<file path="config.mk">
export PLATFORM = sky130hd
export DESIGN_NAME = branch_resolve
export DESIGN_NICKNAME = d
export VERILOG_FILES = /design/src/rtl/branch_resolve_pkg.sv /design/src/rtl/branch_resolve_cond.sv /design/src/rtl/branch_resolve.sv
export SDC_FILE = /design/constraint.sdc
export NUM_CORES = 1
export LEC_CHECK = 0
export CAP_MARGIN = 10
export CORE_MARGIN = 4
export CORE_UTILIZATION = 31
export CTS_CLUSTER_DIAMETER = 30
export DETAILED_ROUTE_END_ITERATION = 10
export PLACE_DENSITY = 0.61
export SYNTH_ARGS = -nofsm -noshare
export SYNTH_HDL_FRONTEND = slang
export SYNTH_SLANG_ARGS = --single-unit
</file>
<file path="constraint.sdc">
create_clock -name clk -period 6.9 [get_ports clk]
set_clock_uncertainty 0.15 [all_clocks]
set_input_delay 1.38 -clock clk [delete_from_list [all_inputs] [get_ports clk]]
set_output_delay 1.38 -clock clk [all_outputs]
set_load 0.005 [all_outputs]
</file>
<file path="src/rtl/branch_resolve_pkg.sv">
// Shared definitions for the ID-stage branch resolution unit:
// branch opcode constants and the resolution FSM state encoding.
package branch_resolve_pkg;

    localparam logic [5:0] OP_REGIMM = 6'h01;
    localparam logic [5:0] OP_BEQ    = 6'h04;
    localparam logic [5:0] OP_BNE    = 6'h05;
    localparam logic [5:0] OP_BLEZ   = 6'h06;
    localparam logic [5:0] OP_BGTZ   = 6'h07;

    typedef enum logic [1:0] {
        IDLE     = 2'd0,
        WAIT_OPS = 2'd1,
        DONE     = 2'd2
    } br_state_e;

endpackage

</file>
<file path="src/rtl/branch_resolve_cond.sv">
// Combinational branch condition and target evaluation.
// blez/bgtz/regimm compare rs against a fixed constant, not the rt operand.
module branch_cond
    import branch_resolve_pkg::*;
(
    input  logic [5:0]  opcode,
    input  logic [4:0]  rt_field,
    input  logic        override_rt,
    input  logic [31:0] rt_val,
    input  logic [31:0] rs_data,
    input  logic [31:0] rt_data,
    input  logic [31:0] pc_plus4,
    input  logic [15:0] imm,
    output logic        taken,
    output logic [31:0] target
);

    logic [31:0] op_b;
    logic        unused_rt_bits;

    assign unused_rt_bits = ^rt_field[4:1];

    always_comb begin
        op_b  = override_rt ? rt_val : rt_data;
        taken = 1'b0;
        case (opcode)
            OP_BEQ:    taken = (rs_data == op_b);
            OP_BNE:    taken = (rs_data != op_b);
            OP_BLEZ:   taken = ($signed(rs_data) <  32'sd1);
            OP_BGTZ:   taken = ($signed(rs_data) >= 32'sd1);
            OP_REGIMM: taken = rt_field[0] ? ($signed(rs_data) >= 32'sd0)
                                           : ($signed(rs_data) <  32'sd0);
            default:   taken = 1'b0;
        endcase
    end

    assign target = pc_plus4 + {{14{imm[15]}}, imm, 2'b00};

endmodule

</file>
<file path="src/rtl/branch_resolve.sv">
// ID-stage branch resolution: one-shot redirect/flush, operand-wait stall,
// double-resolution guard while ID is held, and saturating perf counters.
module branch_resolve
    import branch_resolve_pkg::*;
#(
    parameter int CNT_W    = 32,
    parameter int MAX_WAIT = 15
) (
    input  logic             clk,
    input  logic             rst,
    input  logic             id_valid,
    input  logic             id_advance,
    input  logic [5:0]       opcode,
    input  logic [4:0]       rt_field,
    input  logic             branch_op,
    input  logic             override_rt,
    input  logic [31:0]      rt_val,
    input  logic [31:0]      rs_data,
    input  logic [31:0]      rt_data,
    input  logic             rs_ready,
    input  logic             rt_ready,
    input  logic [31:0]      pc_plus4,
    input  logic [15:0]      imm,
    output logic             stall_id,
    output logic             redirect_valid,
    output logic [31:0]      redirect_pc,
    output logic             flush_if,
    output logic             wait_timeout,
    output logic [CNT_W-1:0] branch_cnt,
    output logic [CNT_W-1:0] taken_cnt,
    output logic [CNT_W-1:0] stall_cnt
);

    localparam int WAIT_W = (MAX_WAIT < 16) ? 4 : $clog2(MAX_WAIT + 1);

    br_state_e         state, state_nxt;
    logic [WAIT_W-1:0] wait_cnt;
    logic              is_br, ops_ok;
    logic              resolve, stall_raw;
    logic              cond_taken;
    logic [31:0]       cond_target;

    branch_cond u_cond (
        .opcode      (opcode),
        .rt_field    (rt_field),
        .override_rt (override_rt),
        .rt_val      (rt_val),
        .rs_data     (rs_data),
        .rt_data     (rt_data),
        .pc_plus4    (pc_plus4),
        .imm         (imm),
        .taken       (cond_taken),
        .target      (cond_target)
    );

    always_ff @(posedge clk or posedge rst) begin
        if (rst) state <= IDLE;
        else     state <= state_nxt;
    end

    always_comb begin
        is_br          = id_valid & branch_op;
        ops_ok         = rs_ready & (override_rt | rt_ready);
        state_nxt      = state;
        resolve        = 1'b0;
        stall_raw      = 1'b0;
        case (state)
            IDLE: begin
                if (is_br) begin
                    if (ops_ok) begin
                        resolve   = 1'b1;
                        state_nxt = id_advance ? IDLE : DONE;
                    end else begin
                        stall_raw = 1'b1;
                        state_nxt = WAIT_OPS;
                    end
                end
            end
            WAIT_OPS: begin
                // an external flush wins over operands arriving in the same cycle
                if (!id_valid) begin
                    state_nxt = IDLE;
                end else if (ops_ok) begin
                    resolve   = 1'b1;
                    state_nxt = id_advance ? IDLE : DONE;
                end else begin
                    stall_raw = 1'b1;
                end
            end
            DONE: begin
                if (id_advance || !id_valid) state_nxt = IDLE;
            end
            default: state_nxt = IDLE;
        endcase

        stall_id       = stall_raw & ~rst;
        redirect_valid = resolve & cond_taken & ~rst;
        flush_if       = resolve & cond_taken & ~rst;
        redirect_pc    = (resolve && !rst) ? cond_target : '0;
        // fires during the MAX_WAIT-th WAIT_OPS cycle; the count then saturates
        wait_timeout   = (state == WAIT_OPS) && (wait_cnt == WAIT_W'(MAX_WAIT - 1)) && !rst;
    end

    always_ff @(posedge clk or posedge rst) begin
        if (rst) begin
            wait_cnt <= '0;
        end else if (state == IDLE && state_nxt == WAIT_OPS) begin
            wait_cnt <= '0;
        end else if (state == WAIT_OPS && wait_cnt != WAIT_W'(MAX_WAIT)) begin
            wait_cnt <= wait_cnt + WAIT_W'(1);
        end
    end

    always_ff @(posedge clk or posedge rst) begin
        if (rst) begin
            branch_cnt <= '0;
            taken_cnt  <= '0;
            stall_cnt  <= '0;
        end else begin
            if (resolve && branch_cnt != '1)
                branch_cnt <= branch_cnt + CNT_W'(1);
            if (resolve && cond_taken && taken_cnt != '1)
                taken_cnt <= taken_cnt + CNT_W'(1);
            if (stall_raw && stall_cnt != '1)
                stall_cnt <= stall_cnt + CNT_W'(1);
        end
    end

endmodule
</file>
==> results.sh, run 1 <==
export IMPL_wl_per_cell_um=16.53
export IMPL_clock_sinks=102
export IMPL_p_leak_uw=0.004574
export IMPL_numCtsBuffers=9
export IMPL_seqCellArea_mm2=0.002552
export IMPL_start_util=0.3159
export IMPL_syn_inst=776
export IMPL_ys_types=54
export IMPL_yosysSeqAreaShare=0.3568
export IMPL_hpwlAfterDp_um=18610
export IMPL_p_per_area_mw_per_mm2=155.2
export IMPL_grtUsageMet3=0.03510
export IMPL_die_height_um=159.9
export IMPL_dieArea_mm2=0.02557
export IMPL_period_needed_ns=6.554
export IMPL_multi_input_area_mm2=0.004405
export IMPL_num_nets_final=1266
export IMPL_fmax_mhz=152.6
export IMPL_async_flop_share=1.000
export IMPL_clock_path_buffers=2
export IMPL_cts_root_buf="clkbuf_16"
export IMPL_ctsHoldBuffers=0
export IMPL_critical_path_class="in -> out"
export IMPL_maxSlewHeadroom=0.3245
export IMPL_yosysWarningCount=0
export IMPL_antenna_found_initial=1
export IMPL_cp_required_ns=5.37
export IMPL_grt_use_total=0.1692
export IMPL_drive_above_1_share=0.04291
export IMPL_drv_cap=0
export IMPL_overflow=0
export IMPL_placementRows=55
export IMPL_via_count=6794
export IMPL_htree_levels=3
export IMPL_fillers=2205
export IMPL_use_met2=0.3084
export IMPL_vias_per_cell=5.003
export IMPL_dp_cells=1342
export IMPL_syn_mean_instance_area_um2=9.218
export IMPL_clk_pin_slew_ns=0.07
export IMPL_cp_data_arrival_time_ns=5.02
export IMPL_path_max_fanout=3
export IMPL_syn_area_mm2=0.007153
export IMPL_clk_latency_ns=0.34
export IMPL_final_setup_tns_ns=0
export IMPL_grt_max_degree=57
export IMPL_firstDrtPassIters=5
export IMPL_fin_crit_sh=0.9499
export IMPL_drc=0
export IMPL_finalHoldViolCount=0
export IMPL_antenna_left=0
export IMPL_core_area_mm2=0.02264
export IMPL_place_congestion=0.8501
export IMPL_io_buffers=290
export IMPL_io_pins=295
export IMPL_areaGrowthSynthToFinish_pct=49.87
export IMPL_grt_pass1_wl_um=35200
export IMPL_worstSetupEndpointType="output pin"
export IMPL_rsz0062_at_grt="no"
export IMPL_min_path_type="reg -> reg"
export IMPL_grt_util_met1=0.2005
export IMPL_final_cell_count_no_fill=1358
export IMPL_die_x_um=159.9
export IMPL_ys_ff_latch=102
export IMPL_routed_wl_um=22440
export IMPL_finalSetupViolations=0
export IMPL_vdd_ir_drop_max_mv=0.1160
export IMPL_worst_pin_slew_ns=1.013
export IMPL_synth_top_flop_cell="dfrtp_1"
export IMPL_grt_busiest_layer="met2"
export IMPL_syn_nets=974
export IMPL_cts_tree="done"
export IMPL_synth_edff_count=0
export IMPL_start_kind="input pin"
export IMPL_status="finished, final reports clean"
export IMPL_drt_iter0_drc=351
export IMPL_grt_pass1_vias=6729
export IMPL_drv_slew=0
[final cells by class]
cell class	instances	area share
Sequential cell	102	0.2381
Tap cell	285	0.03326
Inverter	25	0.008987
Timing Repair Buffer	303	0.2794
Multi-Input combinational cell	627	0.4109
Antenna cell	1	0.0002334
Clock buffer	10	0.02136
Clock inverter	5	0.007703
[cell families (layout without fill, tap and decap cells)]
| kind of cell | after synthesis | after routing | share of synthesized area |
|---|---|---|---|
| mux | 36 | 36 | 0.05090 |
| simple gates | 313 | 313 | 0.2291 |
| xor+xnor | 150 | 150 | 0.1837 |
| buf+inv | 47 | 343 | 0.03096 |
| other cells | 0 | 1 | 0 |
| flops | 102 | 102 | 0.3568 |
| fa+ha+maj | 35 | 35 | 0.06227 |
| compound gates | 93 | 93 | 0.08624 |
[critical path, cell delays in order]
cell and delay (ns):
clkdlybuf4s50_1 0.47, ha_1 0.33, a211oi_1 0.27, o21bai_1 0.19, o41ai_2 0.33, buf_4 0.17
nand3_1 0.15, a41oi_2 0.26, o31ai_1 0.13, a2111oi_2 0.39, buf_4 0.17, nor3_1 0.04
nor3b_1 0.20, clkdlybuf4s50_1 0.53
[timing repair]
action,4_1_cts,5_1_grt
endpoints found under the setup margin,0,1
setup buffers,0,0
resized for setup,0,4
[final timing paths]
kind                                                   end  slack (ns)  cells after the start                       from
min in group asynchronous         taken_cnt[8]$_DFFE_PP0P_        1.20                      2                        rst
worst min register to register   taken_cnt[23]$_DFFE_PP0P_        0.34                      1  taken_cnt[23]$_DFFE_PP0P_
max in group asynchronous       branch_cnt[13]$_DFFE_PP0P_        4.53                      3                        rst
worst max register to register    taken_cnt[1]$_DFFE_PP0P_        3.37                      7  taken_cnt[12]$_DFFE_PP0P_
worst max-delay path                       redirect_pc[31]        0.35                     14                pc_plus4[3]
worst min-delay path             taken_cnt[23]$_DFFE_PP0P_        0.34                      1  taken_cnt[23]$_DFFE_PP0P_
[synth_stat cells, types with 6 or more instances]
cell type / instances / area share
a211oi_1: 8 / 0.0084
a21o_1: 11 / 0.012
a21oi_1: 23 / 0.016
and2_1: 9 / 0.0079
and3_1: 18 / 0.016
and4_1: 6 / 0.0073
clkbuf_1: 12 / 0.0063
dfrtp_1: 102 / 0.36
ha_1: 34 / 0.059
inv_1: 25 / 0.013
mux2i_1: 33 / 0.046
nand2_1: 50 / 0.026
nand3_1: 41 / 0.029
nand4_1: 36 / 0.031
nor2_1: 66 / 0.035
nor3_1: 27 / 0.019
nor3b_1: 6 / 0.0063
nor4_1: 21 / 0.018
o21a_1: 6 / 0.0063
o21ai_0: 15 / 0.010
or2_2: 6 / 0.0052
or3_1: 6 / 0.0052
xnor2_1: 65 / 0.080
xor2_1: 85 / 0.10
[metal layers]
metal  up-vias  wire, um
met5         -         0
met3        29      1327
met2       232     11670
li1       3373         -
met1      3160      8882
met4         0       561
[cell usage in the layout (no fill, tap or decap), types with 8 or more instances in the layout]
cell type / n
nand2_1: 50
and2_1: 9
a211oi_1: 8
nand4_1: 36
nor3_1: 27
o21ai_0: 15
a21o_1: 11
nand3_1: 41
mux2i_1: 33
nor2_1: 66
inv_1: 24
xnor2_1: 65
a21oi_1: 23
clkbuf_16: 9
dfrtp_1: 102
nor4_1: 21
xor2_1: 85
ha_1: 34
clkdlybuf4s50_1: 289
and3_1: 18
buf_4: 13
[through the flow]
stage | worst slack (ns) | hold slack (ns) | util | cell area (um2) | power, uW
after floorplan | 0.9413 | 0.3270 | - | 7153 | 905.5
after global placement | 0.1758 | 0.3263 | 0.4587 | 10390 | 1133
final | 0.3459 | 0.3372 | 0.4735 | 10720 | 1664
after global routing | 0.01522 | 0.3563 | 0.4735 | 10720 | 1759
after CTS | 0.1654 | 0.3427 | 0.4725 | 10700 | 1685
after detailed placement | 0.1963 | 0.3322 | 0.4587 | 10390 | 1141
[registers in the layout, indices dropped and copies added, names as in the netlist]
| signal | flops |
|---|---|
| taken_cnt | 32 |
| stall_cnt | 32 |
| wait_cnt | 4 |
| branch_cnt | 32 |
| state | 2 |
[report_power, final]
part           internal (uW)  switching (uW)
logic                    252             193
clock network            318             217
registers                633            50.3
(Power assumes the default switching activity.)
==> run 2: changes to the inputs <==
--- a/config.mk
+++ b/config.mk
@@ -11,6 +11,7 @@
 export CTS_CLUSTER_DIAMETER = 30
 export DETAILED_ROUTE_END_ITERATION = 10
 export PLACE_DENSITY = 0.61
+export SKIP_CTS_REPAIR_TIMING = 1
 export SYNTH_ARGS = -nofsm -noshare
 export SYNTH_HDL_FRONTEND = slang
 export SYNTH_SLANG_ARGS = --single-unit
==> results of run 2 <==
Same layout as run 1: the final DEF is identical, and so are final timing and power.
==> run 3: changes to the inputs <==
--- a/config.mk
+++ b/config.mk
@@ -9,6 +9,7 @@
 export CORE_MARGIN = 4
 export CORE_UTILIZATION = 31
 export CTS_CLUSTER_DIAMETER = 30
+export CTS_CLUSTER_SIZE = 30
 export DETAILED_ROUTE_END_ITERATION = 10
 export PLACE_DENSITY = 0.61
 export SKIP_CTS_REPAIR_TIMING = 1
==> results of run 3 <==
Same layout as run 1: the final DEF is identical, and so are final timing and power.
